--- src/rtl/button_event_decoder_pkg.sv ---
// Shared constants and state encoding for the push-button decoder and its
// sibling board blocks. Provides the BTN_MS_TO_CYCLES ms-to-cycles macro.
`ifndef BTN_MS_TO_CYCLES
`define BTN_MS_TO_CYCLES(ms) ((ms) * (button_event_decoder_pkg::CLK_HZ / 1000))
`endif

package button_event_decoder_pkg;

  localparam int CLK_HZ = 27_000_000;

  typedef enum logic [1:0] {
    IDLE      = 2'd0,
    DEB_PRESS = 2'd1,
    PRESSED   = 2'd2,
    DEB_REL   = 2'd3
  } btn_state_e;

endpackage

--- src/rtl/button_event_decoder_sync_2ff.sv ---
// Generic two-flop synchroniser for asynchronous board inputs; RST_VAL sets
// the level both flops load on reset.
module button_event_decoder_sync_2ff #(
  parameter bit RST_VAL = 1'b0
) (
  input  logic clk,
  input  logic rst,
  input  logic d,
  output logic q
);

  logic [1:0] sync_q, sync_d;

  always_comb sync_d = {sync_q[0], d};

  always_ff @(posedge clk) begin
    if (rst) sync_q <= {2{RST_VAL}};
    else     sync_q <= sync_d;
  end

  assign q = sync_q[1];

endmodule

--- src/rtl/button_event_decoder.sv ---
// Push-button decoder: synchronise, debounce, classify short/long presses.
// Optional auto-repeat after a long press is enabled by BTN_AUTO_REPEAT_EN.
module button_event_decoder
  import button_event_decoder_pkg::*;
#(
  parameter int DEBOUNCE_CYCLES = `BTN_MS_TO_CYCLES(10),
  parameter int LONG_CYCLES     = `BTN_MS_TO_CYCLES(1000),
  parameter int REPEAT_CYCLES   = `BTN_MS_TO_CYCLES(250),
  parameter bit ACTIVE_LOW      = 1'b1
) (
  input  logic clk,
  input  logic rst,
  input  logic btn_raw,
  output logic btn_level,
  output logic press_pulse,
  output logic short_pulse,
  output logic long_pulse,
  output logic repeat_pulse
);

  localparam int DEB_W  = $clog2(DEBOUNCE_CYCLES) + 1;
  localparam int HOLD_W = $clog2(LONG_CYCLES) + 1;
  localparam logic [DEB_W-1:0]  DEB_LAST  = DEB_W'(DEBOUNCE_CYCLES - 1);
  localparam logic [HOLD_W-1:0] LONG_LAST = HOLD_W'(LONG_CYCLES - 1);
  localparam logic [HOLD_W-1:0] HOLD_MAX  = HOLD_W'(LONG_CYCLES);

  if (DEBOUNCE_CYCLES < 2 || LONG_CYCLES < 2 || REPEAT_CYCLES < 1) begin : g_param_err
    $error("button_event_decoder: cycle parameters out of range");
  end

  logic pin_s, sync_p;

  // Flops reset to the released pin level so reset never looks like a press.
  button_event_decoder_sync_2ff #(.RST_VAL(ACTIVE_LOW)) u_sync (
    .clk (clk),
    .rst (rst),
    .d   (btn_raw),
    .q   (pin_s)
  );

  assign sync_p = pin_s ^ ACTIVE_LOW;

  btn_state_e        state_q, state_d;
  logic [DEB_W-1:0]  deb_q, deb_d;
  logic [HOLD_W-1:0] hold_q, hold_d;
  logic              long_seen_q, long_seen_d;
  logic              level, press_ev, short_ev, long_ev;

  // Events are decided combinationally from the current sample so the
  // accepting sample itself counts toward the debounce window.
  always_comb begin
    state_d     = state_q;
    deb_d       = deb_q;
    hold_d      = hold_q;
    long_seen_d = long_seen_q;
    level       = 1'b0;
    press_ev    = 1'b0;
    short_ev    = 1'b0;
    long_ev     = 1'b0;
    case (state_q)
      IDLE: begin
        if (sync_p) begin
          state_d = DEB_PRESS;
          deb_d   = DEB_W'(1);
        end
      end
      DEB_PRESS: begin
        if (!sync_p) begin
          state_d = IDLE;
          deb_d   = '0;
        end else if (deb_q >= DEB_LAST) begin
          state_d     = PRESSED;
          press_ev    = 1'b1;
          level       = 1'b1;
          deb_d       = '0;
          hold_d      = '0;
          long_seen_d = 1'b0;
        end else begin
          deb_d = deb_q + 1'b1;
        end
      end
      PRESSED: begin
        level = 1'b1;
        if (hold_q != HOLD_MAX) hold_d = hold_q + 1'b1;
        if (hold_q == LONG_LAST && !long_seen_q) begin
          long_ev     = 1'b1;
          long_seen_d = 1'b1;
        end
        if (!sync_p) begin
          state_d = DEB_REL;
          deb_d   = DEB_W'(1);
        end
      end
      DEB_REL: begin
        level = 1'b1;
        if (sync_p) begin
          state_d = PRESSED;
          deb_d   = '0;
        end else if (deb_q >= DEB_LAST) begin
          state_d  = IDLE;
          level    = 1'b0;
          short_ev = !long_seen_q;
          deb_d    = '0;
        end else begin
          deb_d = deb_q + 1'b1;
        end
      end
    endcase
  end

  always_ff @(posedge clk) begin
    if (rst) begin
      state_q     <= IDLE;
      deb_q       <= '0;
      hold_q      <= '0;
      long_seen_q <= 1'b0;
    end else begin
      state_q     <= state_d;
      deb_q       <= deb_d;
      hold_q      <= hold_d;
      long_seen_q <= long_seen_d;
    end
  end

  // Outputs are masked while rst is high so an in-flight press emits nothing.
  assign btn_level   = level    & ~rst;
  assign press_pulse = press_ev & ~rst;
  assign short_pulse = short_ev & ~rst;
  assign long_pulse  = long_ev  & ~rst;

`ifdef BTN_AUTO_REPEAT_EN
  localparam int RPT_W = $clog2(REPEAT_CYCLES) + 1;
  localparam logic [RPT_W-1:0] RPT_LAST = RPT_W'(REPEAT_CYCLES - 1);

  logic [RPT_W-1:0] rpt_q, rpt_d;
  logic             rpt_ev;

  always_comb begin
    rpt_d  = rpt_q;
    rpt_ev = 1'b0;
    if (state_d == IDLE && state_q != IDLE) begin
      rpt_d = '0;
    end else if (state_q == PRESSED && long_seen_q) begin
      if (rpt_q >= RPT_LAST) begin
        rpt_ev = 1'b1;
        rpt_d  = '0;
      end else begin
        rpt_d = rpt_q + 1'b1;
      end
    end
  end

  always_ff @(posedge clk) begin
    if (rst) rpt_q <= '0;
    else     rpt_q <= rpt_d;
  end

  assign repeat_pulse = rpt_ev & ~rst;
`else
  assign repeat_pulse = 1'b0;
`endif

endmodule

--- config.mk ---
export PLATFORM = sky130hd
export DESIGN_NAME = button_event_decoder
export DESIGN_NICKNAME = d
export VERILOG_FILES = /design/src/rtl/button_event_decoder_pkg.sv /design/src/rtl/button_event_decoder_sync_2ff.sv /design/src/rtl/button_event_decoder.sv
export SDC_FILE = /design/constraint.sdc
export NUM_CORES = 1
export LEC_CHECK = 0
export BUFFER_PORTS_ARGS = -buffer_cell sky130_fd_sc_hd__buf_2
export CORE_UTILIZATION = 50
export CTS_CLUSTER_DIAMETER = 30
export DETAILED_ROUTE_END_ITERATION = 12
export PLACE_DENSITY = 0.75
export RECOVER_POWER = 25
export SLEW_MARGIN = 30
export SYNTH_ARGS = -nofsm -noshare
export SYNTH_HDL_FRONTEND = slang
export SYNTH_HIERARCHICAL = 1
export SYNTH_SLANG_ARGS = --single-unit
--- constraint.sdc ---
create_clock -name clk -period 3.97 [get_ports clk]
set_input_delay 0.794 -clock clk [delete_from_list [all_inputs] [get_ports clk]]
set_output_delay 0.794 -clock clk [all_outputs]
set_load 0.05 [all_outputs]
[After elaboration in Yosys (flattened, before gate mapping)]
Index checks and enable logic that the tools add are counted.
Storage, ports and cells
  output and inout bits: 5
  logic and storage cells: 66
  input bits: 3
  flip-flop bits (word level): 51
Operators by class
  bitwise logic cells: 5
  reductions and logical operators: 8
  $lt $le $gt $ge: 1
  add/sub/neg operators: 2
  muxes and demuxes: 32
  equal/unequal tests: 13
Operator list (number)
  $mux W20: 5
  $pmux W20 S4: 1
  $mux W26: 3
  $pmux W26 S2: 1
  $add A26 B1 Y26 const B: 1
  $eq A26 B25 Y1 const B: 1
  $ne A26 B25 Y1 const B: 1
  $add A20 B1 Y20 const B: 1
  $ge A20 B19 Y1 const B: 1
  $mux W1: 13
  $mux W2: 6
  $reduce_and A4 Y1: 3
  $ne A2 B2 Y1 const B: 5
  $pmux W2 S4: 1
  $and A1 B1 Y1: 4
  $eq A2 B2 Y1 const B: 2
  $ne A3 B2 Y1 const B: 1
  $ne A3 B3 Y1 const B: 1
  $pmux W1 S3: 1
  $eq A2 B1 Y1 const B: 1
  $logic_not A2 Y1: 1
  $ne A2 B1 Y1 const B: 1
  $pmux W1 S2: 1
  $reduce_and A2 Y1: 1
  other kinds (4): 4

[Depth between registers and ports, before layout]
  depth after elaboration: 5
  mapped depth: 8
  gate-level depth less buffers: 6

[By module]
Netlist, hierarchy kept.
By module, submodules not included
  button_event_decoder: cells each 355, sequential area each 980.9 µm², area an instance 2855.2 µm², instances 1
  button_event_decoder_sync_2ff: cells each 4, sequential area each 40.0 µm², area an instance 52.6 µm², instances 1

[Worst setup path before layout]
No wires, ideal clock.
  kind: flip-flop to output port
  from: register deb_q[0]
  to: output port short_pulse
  arrival time: 2888 ps
  data required time: 3176 ps
  setup slack: 288 ps
  stages on the path, launching flop included: 7
  path buffers: 1
  path through: dfxtp_1 -> ha_1 -> nand3_1 -> a211oi_1 -> o22ai_2 -> clkbuf_1 -> nor4_1
Between the ends
  longest elaborated chain between the ends: 5
Ends and longest elaborated chain
  from (decl): line button_event_decoder.sv:44  | logic [DEB_W-1:0] deb_q, deb_d;
  from (signal assigned): line button_event_decoder.sv:114  | deb_q <= '0;
  from (signal assigned): line button_event_decoder.sv:119  | deb_q <= deb_d;
  $ge A20 B19 Y1: line button_event_decoder.sv:99  | end else if (deb_q >= DEB_LAST) begin
  $mux W1: line button_event_decoder.sv:99
  $mux W1: line button_event_decoder.sv:96  | if (sync_p) begin
  $mux W1: line button_event_decoder.sv:60  | case (state_q)
  $and A1 B1 Y1: line button_event_decoder.sv:128  | assign short_pulse = short_ev & ~rst;
  to (decl): line button_event_decoder.sv:16  | output logic short_pulse,
No other way between the ends.

==> summary.txt <==
Setup path
  – CP max FO: 41
  – Worst Setup End Kind: flip-flop
  – CP arrival: ~3.5 ns
  – Startpoint types: primary input
  – CP required: between 4 and 5 ns
  – Setup CP Type: primary input to flip-flop

Floorplan
  – I/O Pins: 8
  – Core region area: ~5500 um2
  – Die Span X: 78.26 um
  – FP Rows: 27
  – DIE AREA: 6125 um2
  – Initial Utilization: roughly 52%
  – Die height: 78.26 um

Placed design
  – Dpl ws: around 1.2 ns
  – PortBufs: 6
  – DPL Wire Length: between 3000 and 4000 um
  – Post-Place Cells: 419
  – Gpl congestion: about 0.79

Global route
  – Met1 usage in global routing: 28.67%
  – Met2 Resource Use GR: between 30% and 40%
  – Gr ovfl total: 0
  – GRT met3 Usage: 3.488%
  – Largest net degree at the start of global routing: between 40 and 50
  – First-pass GRT wire length: just over 10000 um
  – Most used routing layer: met2
  – Initial antenna violation count: 0
  – Vias in the first global route: approximately 2300
  – All-layer global routing usage: ~21%

Pwr
  – NetSw: 0.1892 mW
  – Max rail drop VDD: between 0.1 and 0.15 mV
  – LEAKAGE: 0.8753 nW
  – Sw Share: 22.80%
  – Internal power: 0.6408 mW
  – Sequential power share: around 62%
  – Logic pwr share: 4.1%
  – Power per cell area: approximately 280 nW/um2
  – Clock Power Share: between 30% and 40%

Detailed routing
  – Drt first pass iters: 4
  – WL/cell: between 10 and 15 um
  – ANT nets after route: 0
  – Routed WL: between 6000 and 7000 um
  – DRC: 0
  – First DRT Iteration DRCs: around 220
  – Vias: 2579
  – DR vias/cell: approximately 6.1

Synth
  – YS warnings: 6
  – Top_reg_cell synth: dfxtp_1
  – Mapped Area: between 2000 and 3000 um2
  – Post-synth ARST share: 0%
  – Share of the synthesized area in the top cell type: 35.11%
  – Syn_nets: about 370
  – Number of flops mapped to enable cells by yosys: 0
  – Netlist cell types: slightly above 50
  – Ranking of synthesized cells by area: dfxtp_1 35%, nand3_1 7.7%, mux2i_1 5.9%
  – Yosys top cell by area: dfxtp_1
  – Syn avg cell area: 8.100 um2
  – #FFs+latches synth: 51
  – Seq/Total Area, Yosys: 35.11%
  – Gate Count Post-Synth: 359

Job
  – Count of maximum capacitance violations: 1

Clock tree
  – Clk root buf: clkbuf_8
  – CTS clk-pin slew, worst paths: approximately 0.090 ns
  – Clk_lat worst skew: ~0.3 ns
  – Post-CTS Resized: 0
  – Num CTS Buffers: 5
  – Number of setup buffers added after CTS: 0
  – H-Tree Depth: 2
  – CTS tree: built
  – CTS max path bufs: 2
  – Clk sinks: 51
  – CTS Hold Bufs: 0

Timing
  – Fmax: 0.3070 GHz
  – RSZ-0062 raised after global routing: false
  – Worst-Margin Slew: 1.701 ns
  – Fin. max-slew vios: between 40 and 50
  – Worst clock skew: between 0.006 and 0.007 ns
  – Final setup violation count: 0
  – Final Hold Vio Count: 0
  – Crit path time final: about 3.3 ns
  – Setup ws final: 0.7123 ns
  – Hold Slack: about 0.43 ns
  – Final setup TNS: 0 ns
  – Relative slew slack: -13.42%
  – Fin crit share: between 80 and 90%

Finish
  – Area Growth Syn to Fin: 3.486%
  – ANT cells: 0
  – Cell Count, Final, Fillers Out: approximately 430
  – Share of layout cells above drive strength 1: 5.666%
  – Most frequent cells in the layout: 51 x dfxtp_1, 45 x nand3_1, 30 x nand2_1, 20 x nand4_1, 20 x a21oi_1
  – Nets: between 300 and 400
  – Most common cell after layout, fill and taps aside: dfxtp_1

Run status
  – Failing checks: capacitance limit, slew limit
  – Run status: finished, violations left

Hold path
  – Hold Path Class: flip-flop to flip-flop
==> power by group through the flow <==
stage | clock network, mW | registers, mW | logic [mW]
2_1_floorplan | 0 | 0.527 | 0.0277
5_1_grt | 0.311 | 0.517 | 0.0381
3_3_place_gp | 0 | 0.528 | 0.0344
3_5_place_dp | 0 | 0.528 | 0.0349
6_report | 0.280 | 0.516 | 0.0342
4_1_cts | 0.292 | 0.516 | 0.0349
==> registers in the layout (all words and copies together), names as in the netlist, named ones only <==
name,flops
long_seen_q,1
hold_q,26
u_sync/sync_q,2
state_q,1
deb_q,20
==> cells by family (layout without fill, tap and decap cells) <==
family          after synthesis  after routing  synth area share [%]
simple gates                177            177                 34.21
compound gates               68             68                 15.62
flops                        51             51                 35.11
buf+inv                      35             29                 5.680
mux                          17             17                 5.852
xor+xnor                      7              7                 2.108
fa+ha+maj                     3              3                 1.291
other cells                   1              1                0.1290
==> path summary, 6_finish.rpt <==
check,depth (start not counted),slack (ns),startpoint,end
worst max register to register,4,1.27,flip-flop,deb_q[17]$_SDFFE_PP0P_
worst min-delay path,1,0.43,u_sync/sync_q[0]$_SDFF_PP1_,u_sync/sync_q[1]$_SDFF_PP1_
worst min register to register,1,0.43,u_sync/sync_q[0]$_SDFF_PP1_,u_sync/sync_q[1]$_SDFF_PP1_
worst max-delay path,5,0.71,rst,hold_q[12]$_SDFFE_PP0P_
==> through the flow <==
| step | cell area [um2] | util (%) | power (mW) |
|---|---|---|---|
| final | 3009 | 54.31 | 0.8300 |
| after global routing | 3009 | 54.31 | 0.8657 |
| after CTS | 3018 | 54.47 | 0.8432 |
| after detailed placement | 2945 | 53.16 | 0.5629 |
| after global placement | 2945 | 53.16 | 0.5622 |
| after floorplan | 2908 | - | 0.5551 |
==> per-layer routing <==
metal / vias up / part of all wire, %
met3: 6 / 5.1
met2: 58 / 43
met1: 1179 / 51
met5: - / 0
met4: 0 / 1.4
li1: 1336 / -
==> final cells by class <==
class | count | area [um2]
clock buffer | 6 | 72.57
inverter | 12 | 45.04
timing repair buffer | 11 | 58.81
multi-input combinational | 273 | 1722
fill | 516 | 2531
tap | 72 | 90.09
sequential | 51 | 1021
==> synth_stat cells (3+ instances only) <==
cell and count:
dfxtp_1 51, nand3_1 45, nand2_1 30, a21oi_1 20
nand4_1 20, mux2i_1 17, nor2_1 16, nand3b_1 15
clkbuf_1 13, inv_1 11, o21ai_0 9, a211oi_1 6
and2_1 6, and3_1 6, buf_2 6, nor3_1 6
o211ai_1 6, a41oi_1 5, nor2b_1 5, nor4_1 5
or4_1 5, xor2_1 5, o31ai_1 4, or3_1 4
a21boi_0 3, a31oi_1 3, ha_1 3, o311ai_0 3
==> worst max-delay path, stage by stage <==
cell and delay [ns]:
clkbuf_1 0.36, clkinv_1 0.15, clkbuf_1 1.24, nand2_1 0.62, a21oi_1 0.30
No activity file was read; power rests on OpenSTA's default activity.
